**src/rtl/golden_nonce_if.sv**
```systemverilog
// golden_nonce_if: nonce strobe in, UART line and status out for golden_nonce_uart_tx
interface golden_nonce_if #(
  parameter int FIFO_DEPTH_LOG2 = 3
);
  logic                     nonce_valid;
  logic [31:0]              nonce_in;
  logic                     uart_tx;
  logic                     busy;
  logic                     overflow;
  logic [FIFO_DEPTH_LOG2:0] fifo_count;
  modport master (output nonce_valid, nonce_in, input uart_tx, busy, overflow, fifo_count);
  modport slave (input nonce_valid, nonce_in, output uart_tx, busy, overflow, fifo_count);
endinterface

```
**src/rtl/golden_nonce_uart_tx.sv**
```systemverilog
// golden_nonce_uart_tx: queues golden nonces and sends them MSB byte first over 8N1 UART; CONFIG_SYNC_BYTE_EN prefixes each frame with 8'hA5
module golden_nonce_uart_tx #(
  parameter int BAUD_DIV        = 434,
  parameter int FIFO_DEPTH_LOG2 = 3
) (
  input logic           hash_clk,
  input logic           reset,
  golden_nonce_if.slave bus
);
  localparam int DEPTH = 1 << FIFO_DEPTH_LOG2;
  localparam int CW = FIFO_DEPTH_LOG2 + 1;
  localparam logic [15:0] BAUD_LAST = 16'(BAUD_DIV - 1);
`ifdef CONFIG_SYNC_BYTE_EN
  localparam bit SYNC = 1'b1;
  localparam logic [2:0] LAST_BYTE = 3'd4;
`else
  localparam bit SYNC = 1'b0;
  localparam logic [2:0] LAST_BYTE = 3'd3;
`endif
  typedef enum logic [1:0] {IDLE, START, DATA, STOP} state_t;
  state_t                     state_q, state_d;
  logic [31:0]                mem [DEPTH];
  logic [FIFO_DEPTH_LOG2-1:0] wr_q, rd_q;
  logic [CW-1:0]              count_q;
  logic                       overflow_q, tx_q, tx_d;
  logic [31:0]                word_q, word_d;
  logic [15:0]                baud_q, baud_d;
  logic [2:0]                 byte_q, byte_d, bit_q, bit_d;
  logic [7:0]                 cur_byte;
  logic                       full, pop, push, tick;
  assign full = count_q[FIFO_DEPTH_LOG2];
  assign pop = state_q == IDLE && count_q != '0;
  assign push = bus.nonce_valid && (!full || pop);
  assign tick = baud_q == BAUD_LAST;
  assign bus.uart_tx = tx_q;
  assign bus.busy = state_q != IDLE;
  assign bus.overflow = overflow_q;
  assign bus.fifo_count = count_q;
  // FIFO storage; a full FIFO still accepts when the head leaves in the same cycle
  always_ff @(posedge hash_clk)
    if (push && !reset) mem[wr_q] <= bus.nonce_in;
  // FIFO pointers, occupancy and sticky overflow
  always_ff @(posedge hash_clk) begin
    if (reset) begin
      wr_q       <= '0;
      rd_q       <= '0;
      count_q    <= '0;
      overflow_q <= 1'b0;
    end else begin
      wr_q       <= wr_q + FIFO_DEPTH_LOG2'(push);
      rd_q       <= rd_q + FIFO_DEPTH_LOG2'(pop);
      count_q    <= count_q + CW'(push) - CW'(pop);
      overflow_q <= overflow_q | (bus.nonce_valid & full & ~pop);
    end
  end
  // transmitter state and registered line
  always_ff @(posedge hash_clk) begin
    if (reset) begin
      state_q <= IDLE;
      baud_q  <= '0;
      byte_q  <= '0;
      bit_q   <= '0;
      word_q  <= '0;
      tx_q    <= 1'b1;
    end else begin
      state_q <= state_d;
      baud_q  <= baud_d;
      byte_q  <= byte_d;
      bit_q   <= bit_d;
      word_q  <= word_d;
      tx_q    <= tx_d;
    end
  end
  // frame sequencing; the line value is derived from the next state so uart_tx leaves a flop
  always_comb begin
    state_d = state_q;
    baud_d  = baud_q + 16'd1;
    byte_d  = byte_q;
    bit_d   = bit_q;
    word_d  = word_q;
    case (state_q)
      IDLE: begin
        baud_d = '0;
        if (pop) begin
          state_d = START;
          word_d  = mem[rd_q];
          byte_d  = '0;
        end
      end
      START: if (tick) begin
        state_d = DATA;
        baud_d  = '0;
        bit_d   = '0;
      end
      DATA: if (tick) begin
        baud_d  = '0;
        bit_d   = bit_q + 3'd1;
        state_d = bit_q == 3'd7 ? STOP : DATA;
      end
      STOP: if (tick) begin
        baud_d = '0;
        if (byte_q == LAST_BYTE) state_d = IDLE;
        else begin
          state_d = START;
          byte_d  = byte_q + 3'd1;
          word_d  = (SYNC && byte_q == 3'd0) ? word_q : {word_q[23:0], 8'h00};
        end
      end
      default: state_d = IDLE;
    endcase
    cur_byte = (SYNC && byte_d == 3'd0) ? 8'hA5 : word_d[31:24];
    tx_d = state_d == START ? 1'b0 : state_d == DATA ? cur_byte[bit_d] : 1'b1;
  end
endmodule

```
**src/flat_wrapper.sv**
```systemverilog
// flat-port wrapper written by rule: the top's interface ports become plain ports
module golden_nonce_uart_tx_flat 
#(
  parameter int BAUD_DIV        = 434,
  parameter int FIFO_DEPTH_LOG2 = 3
)
  (hash_clk, reset, bus_nonce_valid, bus_nonce_in, bus_uart_tx, bus_busy, bus_overflow, bus_fifo_count);
  golden_nonce_if #(.FIFO_DEPTH_LOG2(FIFO_DEPTH_LOG2)) bus_i ();
  input logic hash_clk;
  input logic reset;
  input wire logic [$bits(bus_i.nonce_valid)-1:0] bus_nonce_valid;
  input wire logic [$bits(bus_i.nonce_in)-1:0] bus_nonce_in;
  output wire logic [$bits(bus_i.uart_tx)-1:0] bus_uart_tx;
  output wire logic [$bits(bus_i.busy)-1:0] bus_busy;
  output wire logic [$bits(bus_i.overflow)-1:0] bus_overflow;
  output wire logic [$bits(bus_i.fifo_count)-1:0] bus_fifo_count;
  assign bus_i.nonce_valid = bus_nonce_valid;
  assign bus_i.nonce_in = bus_nonce_in;
  assign bus_uart_tx = bus_i.uart_tx;
  assign bus_busy = bus_i.busy;
  assign bus_overflow = bus_i.overflow;
  assign bus_fifo_count = bus_i.fifo_count;
  golden_nonce_uart_tx #(.BAUD_DIV(BAUD_DIV), .FIFO_DEPTH_LOG2(FIFO_DEPTH_LOG2)) u_core (.hash_clk(hash_clk), .reset(reset), .bus(bus_i));
endmodule
```
**config.mk**
```make
export PLATFORM = sky130hd
export DESIGN_NAME = golden_nonce_uart_tx_flat
export DESIGN_NICKNAME = d
export VERILOG_FILES = /design/src/rtl/golden_nonce_if.sv /design/src/rtl/golden_nonce_uart_tx.sv /design/src/flat_wrapper.sv
export SDC_FILE = /design/constraint.sdc
export NUM_CORES = 1
export LEC_CHECK = 0
export CORE_MARGIN = 4
export CORE_UTILIZATION = 30
export CTS_CLUSTER_DIAMETER = 50
export DETAILED_ROUTE_END_ITERATION = 12
export GPL_ROUTABILITY_DRIVEN = 0
export MAX_ROUTING_LAYER = met4
export PLACE_DENSITY_LB_ADDON = 0.05
export SKIP_LAST_GASP = 1
export SYNTH_ARGS = -nofsm -noshare
export SYNTH_HDL_FRONTEND = slang
export SYNTH_SLANG_ARGS = --single-unit
export TNS_END_PERCENT = 20
```
**constraint.sdc**
```tcl
create_clock -name hash_clk -period 11.4 [get_ports hash_clk]
set_input_delay 2.85 -clock hash_clk [delete_from_list [all_inputs] [get_ports hash_clk]]
set_output_delay 2.85 -clock hash_clk [all_outputs]
set_load 0.02 [all_outputs]
```
==> out/qor.csv, run 1 <==
metric,value,unit
status,finished clean,
dp_cells,1421,
num-nets-final,946,
max_freq,207,MHz
grt_pass1_vias,7774,
synthFlopType,edfxtp_1,
cellPowerDensity,230,mW/mm2
async_flop_share,0,%
area_growth,19.3,%
setup_violations,0,
cts_hold_buffers,0,
via_per_inst,4.78,
dieHeight,216,um
fp.coreArea,0.0423,mm2
rows,75,
drive_above_1_share,18.1,%
cts_root_buffer,clkbuf_16,
cp-start-kind,register,
dp.final_hpwl,17600,um
synthTopCellsByArea,"edfxtp_1 59%, mux4_2 11%, dfxtp_1 11%",
cts_sinks,324,
fin_util,36.5,%
holdWs,469,ps
initial_core_util,30.6,%
arrival,1980,ps
cts_tree,done,
final_cell_mix,"256 x edfxtp_1, 84 x nor2_1, 74 x nand2_1, 66 x dfxtp_1, 64 x mux4_2",
insertion_delay,560,ps
worstSetupStartpoint,u_core.state_q[0],
dieWidth,216,um
drc_errors,0,
power,3.55,mW
period_share,42.4,%
p_leak,5.02,nW
io_pins,42,
period_needed,4830,ps
clk_pin_slew,60,ps
postCtsSetupBuffers,0,
syn_avg_cell_area,15.6,um2
yosysTopAreaCell,edfxtp_1,
vias,7170,
syn_inst,830,
fin_cells,1500,
overflow,0,
fp.dieArea,0.0465,mm2
syn-cell-area,0.0129,mm2
cts_made_buffers,43,
routed_wl,30400,um
r2r_start,u_core.baud_q[0],
grt_max_degree,53,
synth_nets,887,
cts-resized-gates,0,
min_from,u_core.bus.overflow,
firstDrtPassIters,5,
finalHoldViolCount,0,
track_usage,13.6,%
final.setup.tns,0,ps
port_buffers,41,
rsz0062_at_grt,no,
synth_top_area_share,59.4,%
worstPathRequired,8550,ps
ys_seq_area_share,69.9,%
ys_ff_latch,324,
worst-slew-pin-transition,1010,ps
detail_route.iter0.violations,580,
crit_type,reg -> out,
cp-end-kind,output port,
antenna_left,0,
peakVddDrop,111,uV
drv_slew,0,
antenna_found_initial,0,
min_path_type,reg -> reg,
slew_headroom,32.6,%
synth_edf_count,256,
wire_per_inst,20.3,um
cp_max_fo,4,
clk_path_buf_depth,3,
antenna_cells,0,
grt_pass1_wl,47100,um
final_common_cell,edfxtp_1,
drv_cap,0,
synth_cell_types,65,
yosysWarnings,0,
worst_clock_skew,15.3,ps
h-tree-depth,2,
[per-layer routing]
layer | share of wire (%) | GRT usage [%] | vias up | routed length [um]
li1 | - | - | 3293 | -
met1 | 44 | 17.1 | 3692 | 13300
met2 | 50 | 22.3 | 134 | 15200
met3 | 4.0 | 2.60 | 51 | 1230
met4 | 2.4 | 4.57 | 0 | 735
met5 | 0 | - | - | 0
[kinds of logic (layout without fill, tap and decap cells)]
group / after synthesis / after routing / share of synthesized area [%]
AOI/OAI and AO/OA: 101 / 101 / 4.76
xor gates and xnor gates: 15 / 15 / 1.02
adders and majority gates: 22 / 22 / 2.19
buffers and inverters: 63 / 156 / 1.99
DFF: 324 / 324 / 69.9
muxes: 71 / 71 / 11.7
and+or+nand+nor: 234 / 234 / 8.37
[per-stage QoR]
stage	worst slack (ps)	area (um2)
floorplan	5350	12900
global placement	6330	14100
detailed placement	6290	14100
CTS	6520	15400
global route	6480	15400
finish	6570	15400
[layout make-up]
class / instances / area [um2]
Multi-Input combinational cell: 443 / 3690
Inverter: 22 / 82.6
Clock buffer: 59 / 1210
Sequential cell: 324 / 9050
Tap cell: 577 / 722
Fill cell: 4009 / 26900
Clock inverter: 20 / 168
Timing Repair Buffer: 55 / 510
[path summary, 6_finish.rpt]
path	end	slack, ps	depth (start not counted)
worst min-delay path	u_core.bus.overflow	470	2
worst min register to register	u_core.bus.overflow	470	2
worst max-delay path	bus_busy	6570	4
worst max register to register	u_core.bus.uart_tx	7640	10
[power breakdown]
part | internal (mW) | switching [mW]
clock network | 0.772 | 0.504
logic | 0.352 | 0.474
registers | 1.37 | 0.0820
[worst max-delay path, stage by stage (launching register included)]
cell and delay (ps):
dfxtp_1 390, inv_1 110, ha_1 230, inv_1 90, clkdlybuf4s50_1 610
[synthesized netlist by cell type (3+ instances only)]
library cell and n:
dfxtp_1 68, edfxtp_1 256, mux2i_1 5, nor2b_1 6, buf_1 6, or3_1 5, nand2_1 74, and3_1 7
buf_2 6, nor2_1 90, xnor2_1 8, nand2b_1 4, a22oi_1 7, clkbuf_1 27, o21ai_0 6, nand4_1 4
a21oi_1 63, nor4_1 3, nor4bb_1 3, inv_1 22, nor3_1 12, mux4_2 64, nand3_1 9, xor2_1 7
and2_1 3, ha_1 21
[flip-flops by register name (all words and copies together) (netlist names), 2 cells and up]
register and count:
u_core.mem 256, u_core.wr_q 3, u_core.baud_q 16, u_core.word_q 32, u_core.state_q 2, u_core.bit_q 3
u_core.rd_q 3, u_core.bus.fifo_count 4, u_core.byte_q 3
(Power assumes the default switching activity.)
==> inputs of run 2 (changes only) <==
Clock period 11.4 ns to 4.6 ns, I/O delays scaled along.
==> out/qor.csv, run 2 (synthesis gave the netlist of run 1 again) <==
metric,value,unit,change
routed_wl,30300,um,was 30400 um
port_buffers,41,,unchanged
final_cell_mix,"256 x edfxtp_1, 84 x nor2_1, 74 x nand2_1, 66 x dfxtp_1, 64 x mux4_2",,unchanged
antenna_left,0,,unchanged
final_common_cell,edfxtp_1,,unchanged
wire_per_inst,20.2,um,was 20.3 um
antenna_cells,0,,unchanged
slew_headroom,44.2,%,was 32.6%
dp_cells,1423,,was 1421
drive_above_1_share,18.9,%,was 18.1%
via_per_inst,4.72,,was 4.78
cp_max_fo,9,,was 4
fin_cells,1505,,was 1500
p_comb_share,22.3,%,was 23.2%
arrival,3850,ps,was 1980 ps
setup_violations,0,,unchanged
clk_pin_slew,50,ps,was 60 ps
antenna_found_initial,0,,unchanged
detail_route.iter0.violations,453,,was 580
cp-start-kind,register,,unchanged
cts_made_buffers,44,,was 43
rows,75,,unchanged
worst-slew-pin-transition,831,ps,was 1010 ps
rsz0062_at_grt,no,,unchanged
io_pins,42,,unchanged
cts_tree,done,,unchanged
grt_pass1_vias,7790,,was 7774
crit_type,reg -> reg,,was reg -> out
h-tree-depth,2,,unchanged
insertion_delay,550,ps,was 560 ps
drv_cap,0,,unchanged
status,finished clean,,unchanged
p_sw,2.64,mW,was 1.06 mW
track_usage,13.6,%,about the same
largest_registers,"u_core.mem: 256 flops, u_core.word_q: 32 flops, u_core.baud_q: 16 flops",,unchanged
fp.dieArea,0.0465,mm2,unchanged
cp-end-kind,register,,was output port
cts-resized-gates,0,,unchanged
dp.final_hpwl,17800,um,was 17600 um
final.setup.tns,0,ps,unchanged
worstPathRequired,5010,ps,was 8550 ps
clk_path_buf_depth,3,,unchanged
period_share,74.8,%,
internal_power,6.47,mW,was 2.49 mW
dieHeight,216,um,unchanged
postCtsSetupBuffers,0,,unchanged
worst_clock_skew,15.2,ps,was 15.3 ps
num-nets-final,949,,was 946
seqPwrFrac,39.4,%,was 40.9%
peakVddDrop,278,uV,was 111 uV
grt_pass1_wl,47000,um,was 47100 um
swShare,29.0,%,was 29.8%
area_growth,20.7,%,was 19.3%
p_leak,5.13,nW,was 5.02 nW
vias,7099,,was 7170
grt_max_degree,44,,was 53
initial_core_util,30.6,%,unchanged
drc_errors,0,,unchanged
max_freq,291,MHz,
cts_hold_buffers,0,,unchanged
firstDrtPassIters,5,,unchanged
period_needed,3440,ps,
largest_register_ffs,256,,unchanged
overflow,0,,unchanged
cts_sinks,324,,unchanged
min_path_type,reg -> reg,,unchanged
top_register,u_core.mem,,unchanged
p_clk_share,38.2,%,was 35.9%
cellPowerDensity,584,mW/mm2,was 230 mW/mm2
dieWidth,216,um,unchanged
drv_slew,0,,unchanged
cts_root_buffer,clkbuf_16,,unchanged
finalHoldViolCount,0,,unchanged
fp.coreArea,0.0423,mm2,unchanged
[run 2: cell count changes in the layout (fill, tap and decap cells not counted)]
cell        delta
clkinv_1       +3
clkbuf_1       -6
inv_8          +2
clkinv_8       -1
buf_12         +2
clkinv_4       +1
clkbuf_16      -1
bufinv_16      +6
clkinv_2       +5
clkbuf_8       -1
clkinvlp_4     -5
[run 2: final timing paths]
kind                                           from             endpoint  slack [ps]  cells past startpoint
worst max-delay path               u_core.baud_q[0]   u_core.bus.uart_tx        1160                     10
worst min-delay path            u_core.bus.overflow  u_core.bus.overflow         480                      2
worst max register to register     u_core.baud_q[0]   u_core.bus.uart_tx        1160                     10
worst min register to register  u_core.bus.overflow  u_core.bus.overflow         480                      2
[run 2: power by group through the flow]
stage	sequential [mW]	clock, mW	combinational (mW)
after floorplan	3.55	0	1.49
after global placement	3.66	0	2.06
after detailed placement	3.67	0	2.08
after CTS	3.60	3.61	2.09
after global routing	3.63	3.73	2.27
final	3.59	3.49	2.03
[run 2: cell type report]
class,count,area [um2]
fillers,3990,26700
flip-flops and latches,324,9050
multi-input cells,443,3690
clock buffers,51,1150
well taps,577,722
repair buffers,57,551
clock inverters,31,362
inverters,22,82.6
[run 2: worst max-delay path: stages, from the launching register on]
cell and delay [ps]:
dfxtp_1 430, ha_1 200, or3b_2 470, nor4_4 500, inv_1 100, ha_1 300
nand2b_1 160, a31oi_1 380, a2111oi_0 190, a2111oi_1 390, a41oi_1 170
[run 2: stage by stage]
| stage | instance area (um2) | setup slack (ps) | utilization, % | hold slack [ps] | power (mW) |
|---|---|---|---|---|---|
| finish | 15600 | 1160 | 36.9 | 476 | 9.12 |
| global route | 15600 | 839 | 36.9 | 494 | 9.63 |
| CTS | 15600 | 1150 | 36.9 | 476 | 9.30 |
| detailed placement | 14100 | 1160 | 33.3 | 464 | 5.74 |
| global placement | 14100 | 1180 | 33.3 | 451 | 5.72 |
| floorplan | 12900 | 249 | - | 436 | 5.04 |
[run 2: layer usage]
| layer | share of wire [%] | wire length (um) | global-route usage, % | up-vias |
|---|---|---|---|---|
| met3 | 4.1 | 1250 | 2.49 | 61 |
| met2 | 48 | 14400 | 21.8 | 138 |
| met5 | 0 | 0 | - | - |
| met4 | 3.1 | 948 | 5.00 | 0 |
| li1 | - | - | - | 3300 |
| met1 | 45 | 13700 | 17.5 | 3600 |
==> inputs of run 3 (changes only) <==
Clock period 4.6 ns to 3 ns, I/O delays scaled along.
==> out/qor.csv, run 3 (synthesis gave the netlist of run 1 again) <==
metric,value,unit,change
slew_headroom,38.1,%,was 44.2%
r2r_end,u_core.bus.uart_tx,,unchanged
cts_sinks,324,,unchanged
min_from,u_core.bus.overflow,,unchanged
path_cells,"inv_1, ha_1, or3b_4, nor4_4, inv_1, ha_1, nand2b_4, a31oi_2, buf_4, a2111oi_0, a2111oi_2, a41oi_1",,"was ha_1, or3b_2, nor4_4, inv_1, ha_1, nand2b_1, a31oi_1, a2111oi_0, a2111oi_1, a41oi_1"
insertion_delay,570,ps,was 550 ps
grt_pass1_vias,7786,,was 7790
io_pins,42,,unchanged
arrival,3370,ps,was 3850 ps
antenna_left,0,,unchanged
worst-slew-pin-transition,921,ps,was 831 ps
cellPowerDensity,873,mW/mm2,was 584 mW/mm2
clk_path_buf_depth,3,,unchanged
power,13.9,mW,was 9.12 mW
overflow,0,,unchanged
peakVddDrop,356,uV,was 278 uV
vias,7268,,was 7099
max_freq,346,MHz,was 291 MHz
r2r_start,u_core.baud_q[1],,was u_core.baud_q[0]
dieWidth,216,um,unchanged
drc_errors,0,,unchanged
grt_pass1_wl,48300,um,was 47000 um
finalHoldViolCount,0,,unchanged
setup_ws,111,ps,was 1160 ps
status,finished clean,,unchanged
cts_tree,done,,unchanged
fin_cells,1529,,was 1505
critPathMaxStageDelay,480,ps,was 500 ps
h-tree-depth,2,,unchanged
period_needed,2890,ps,was 3440 ps
worst_clock_skew,21.7,ps,was 15.2 ps
cts_made_buffers,45,,was 44
wire_per_inst,20.6,um,was 20.2 um
final_common_cell,edfxtp_1,,unchanged
grt_max_degree,44,,unchanged
top_register,u_core.mem,,unchanged
initial_core_util,30.6,%,unchanged
num-nets-final,974,,was 949
r2r_slack,110,ps,was 1160 ps
clk_pin_slew,50,ps,about the same
drive_above_1_share,21.5,%,was 18.9%
fp.coreArea,0.0423,mm2,unchanged
period_share,96.3,%,was 74.8%
crit_type,reg -> reg,,unchanged
cp-end-kind,register,,unchanged
holdPathEnd,u_core.bus.overflow,,unchanged
cpMaxStageDelayCell,a2111oi_0,,was nor4_4
worstPathRequired,3480,ps,was 5010 ps
largest_registers,"u_core.mem: 256 flops, u_core.word_q: 32 flops, u_core.baud_q: 16 flops",,unchanged
track_usage,14.1,%,was 13.6%
setup_violations,0,,unchanged
routed_wl,31600,um,was 30300 um
dp.final_hpwl,19500,um,was 17800 um
rows,75,,unchanged
place_ws,86.5,ps,was 1160 ps
cts_root_buffer,clkbuf_16,,unchanged
drv_cap,0,,unchanged
cts_hold_buffers,0,,unchanged
detail_route.iter0.violations,504,,was 453
min_path_type,reg -> reg,,unchanged
cp-start-kind,register,,unchanged
area_growth,22.8,%,was 20.7%
cp_max_fo,6,,was 9
holdWs,474,ps,was 476 ps
hold_depth,2,,unchanged
largest_register_ffs,256,,unchanged
final_cell_mix,"256 x edfxtp_1, 84 x nor2_1, 74 x nand2_1, 65 x dfxtp_1, 64 x mux4_2",,"was 256 x edfxtp_1, 84 x nor2_1, 74 x nand2_1, 66 x dfxtp_1, 64 x mux4_2"
p_leak,5.25,nW,was 5.13 nW
fp.dieArea,0.0465,mm2,unchanged
dieHeight,216,um,unchanged
antenna_found_initial,1,,was 0
firstDrtPassIters,5,,unchanged
via_per_inst,4.75,,was 4.72
r2r_cells,12,,was 10
port_buffers,41,,unchanged
drv_slew,0,,unchanged
dp_cells,1446,,was 1423
nFillCells,4023,,was 3990
-- run 3: cell count changes in the layout (fill, tap and decap cells not counted), sizes merged --
cell / delta
buf: +24
bufinv: -6
clkbuf: +5
clkinv: -4
clkinvlp: +2
inv: +2
diode: +1
-- run 3: final cells by class --
type	instances	area [um2]	area share, %
well taps	577	722	4.55
multi-input cells	443	3730	23.5
repair buffers	81	843	5.31
clock buffers	56	1240	7.80
inverters	22	82.6	0.520
flip-flops and latches	324	9050	57.0
diodes	1	2.50	0.0158
clock inverters	25	208	1.31
-- run 3: worst max-delay path by stage --
stage                                  start                  to  slack, ps  depth (start not counted)
floorplan           u_core.bus.fifo_count[2]    u_core.mem[2][0]       -470                          9
global placement            u_core.baud_q[1]  u_core.bus.uart_tx        140                         11
detailed placement          u_core.baud_q[1]  u_core.bus.uart_tx         90                         11
CTS                         u_core.baud_q[1]  u_core.bus.uart_tx         80                         11
global route                u_core.baud_q[1]  u_core.bus.uart_tx         -3                         12
finish                      u_core.baud_q[1]  u_core.bus.uart_tx        110                         12
-- run 3: power by group --
| group | total [mW] | switching [mW] | internal, mW |
|---|---|---|---|
| Sequential | 5.45 | 0.243 | 5.20 |
| Clock | 5.06 | 2.01 | 3.05 |
| Combinational | 3.36 | 1.88 | 1.48 |
| Total | 13.9 | 4.14 | 9.73 |
-- run 3: repair_timing --
action / in CTS / in global routing
setup buffers: 0 / 1
gates resized for setup: 0 / 6
setup endpoints to repair: 0 / 1
hold endpoints to repair: 0 / 0
-- run 3: through the flow --
step           cell area (um2)  utilization, %  TNS, ps
2_1_floorplan            13000               -   -78570
3_3_place_gp             14400            34.0        0
3_5_place_dp             14400            34.0        0
4_1_cts                  15800            37.4        0
5_1_grt                  15900            37.5    -3.15
6_report                 15900            37.5        0
-- run 3: worst max-delay path: cells and delay by family, from the launching register on --
family | cells | cell delay, ps
compound gates | 4 | 890
simple gates | 3 | 850
fa+ha+maj | 2 | 430
flops | 1 | 340
buf+inv | 3 | 300
-- run 3: per-layer routing --
metal,routed length [um],vias to the layer above,track usage [%]
met5,0,-,-
met1,14000,3713,17.7
met4,656,0,4.17
met3,1340,57,2.73
li1,-,3366,-
met2,15600,132,23.3
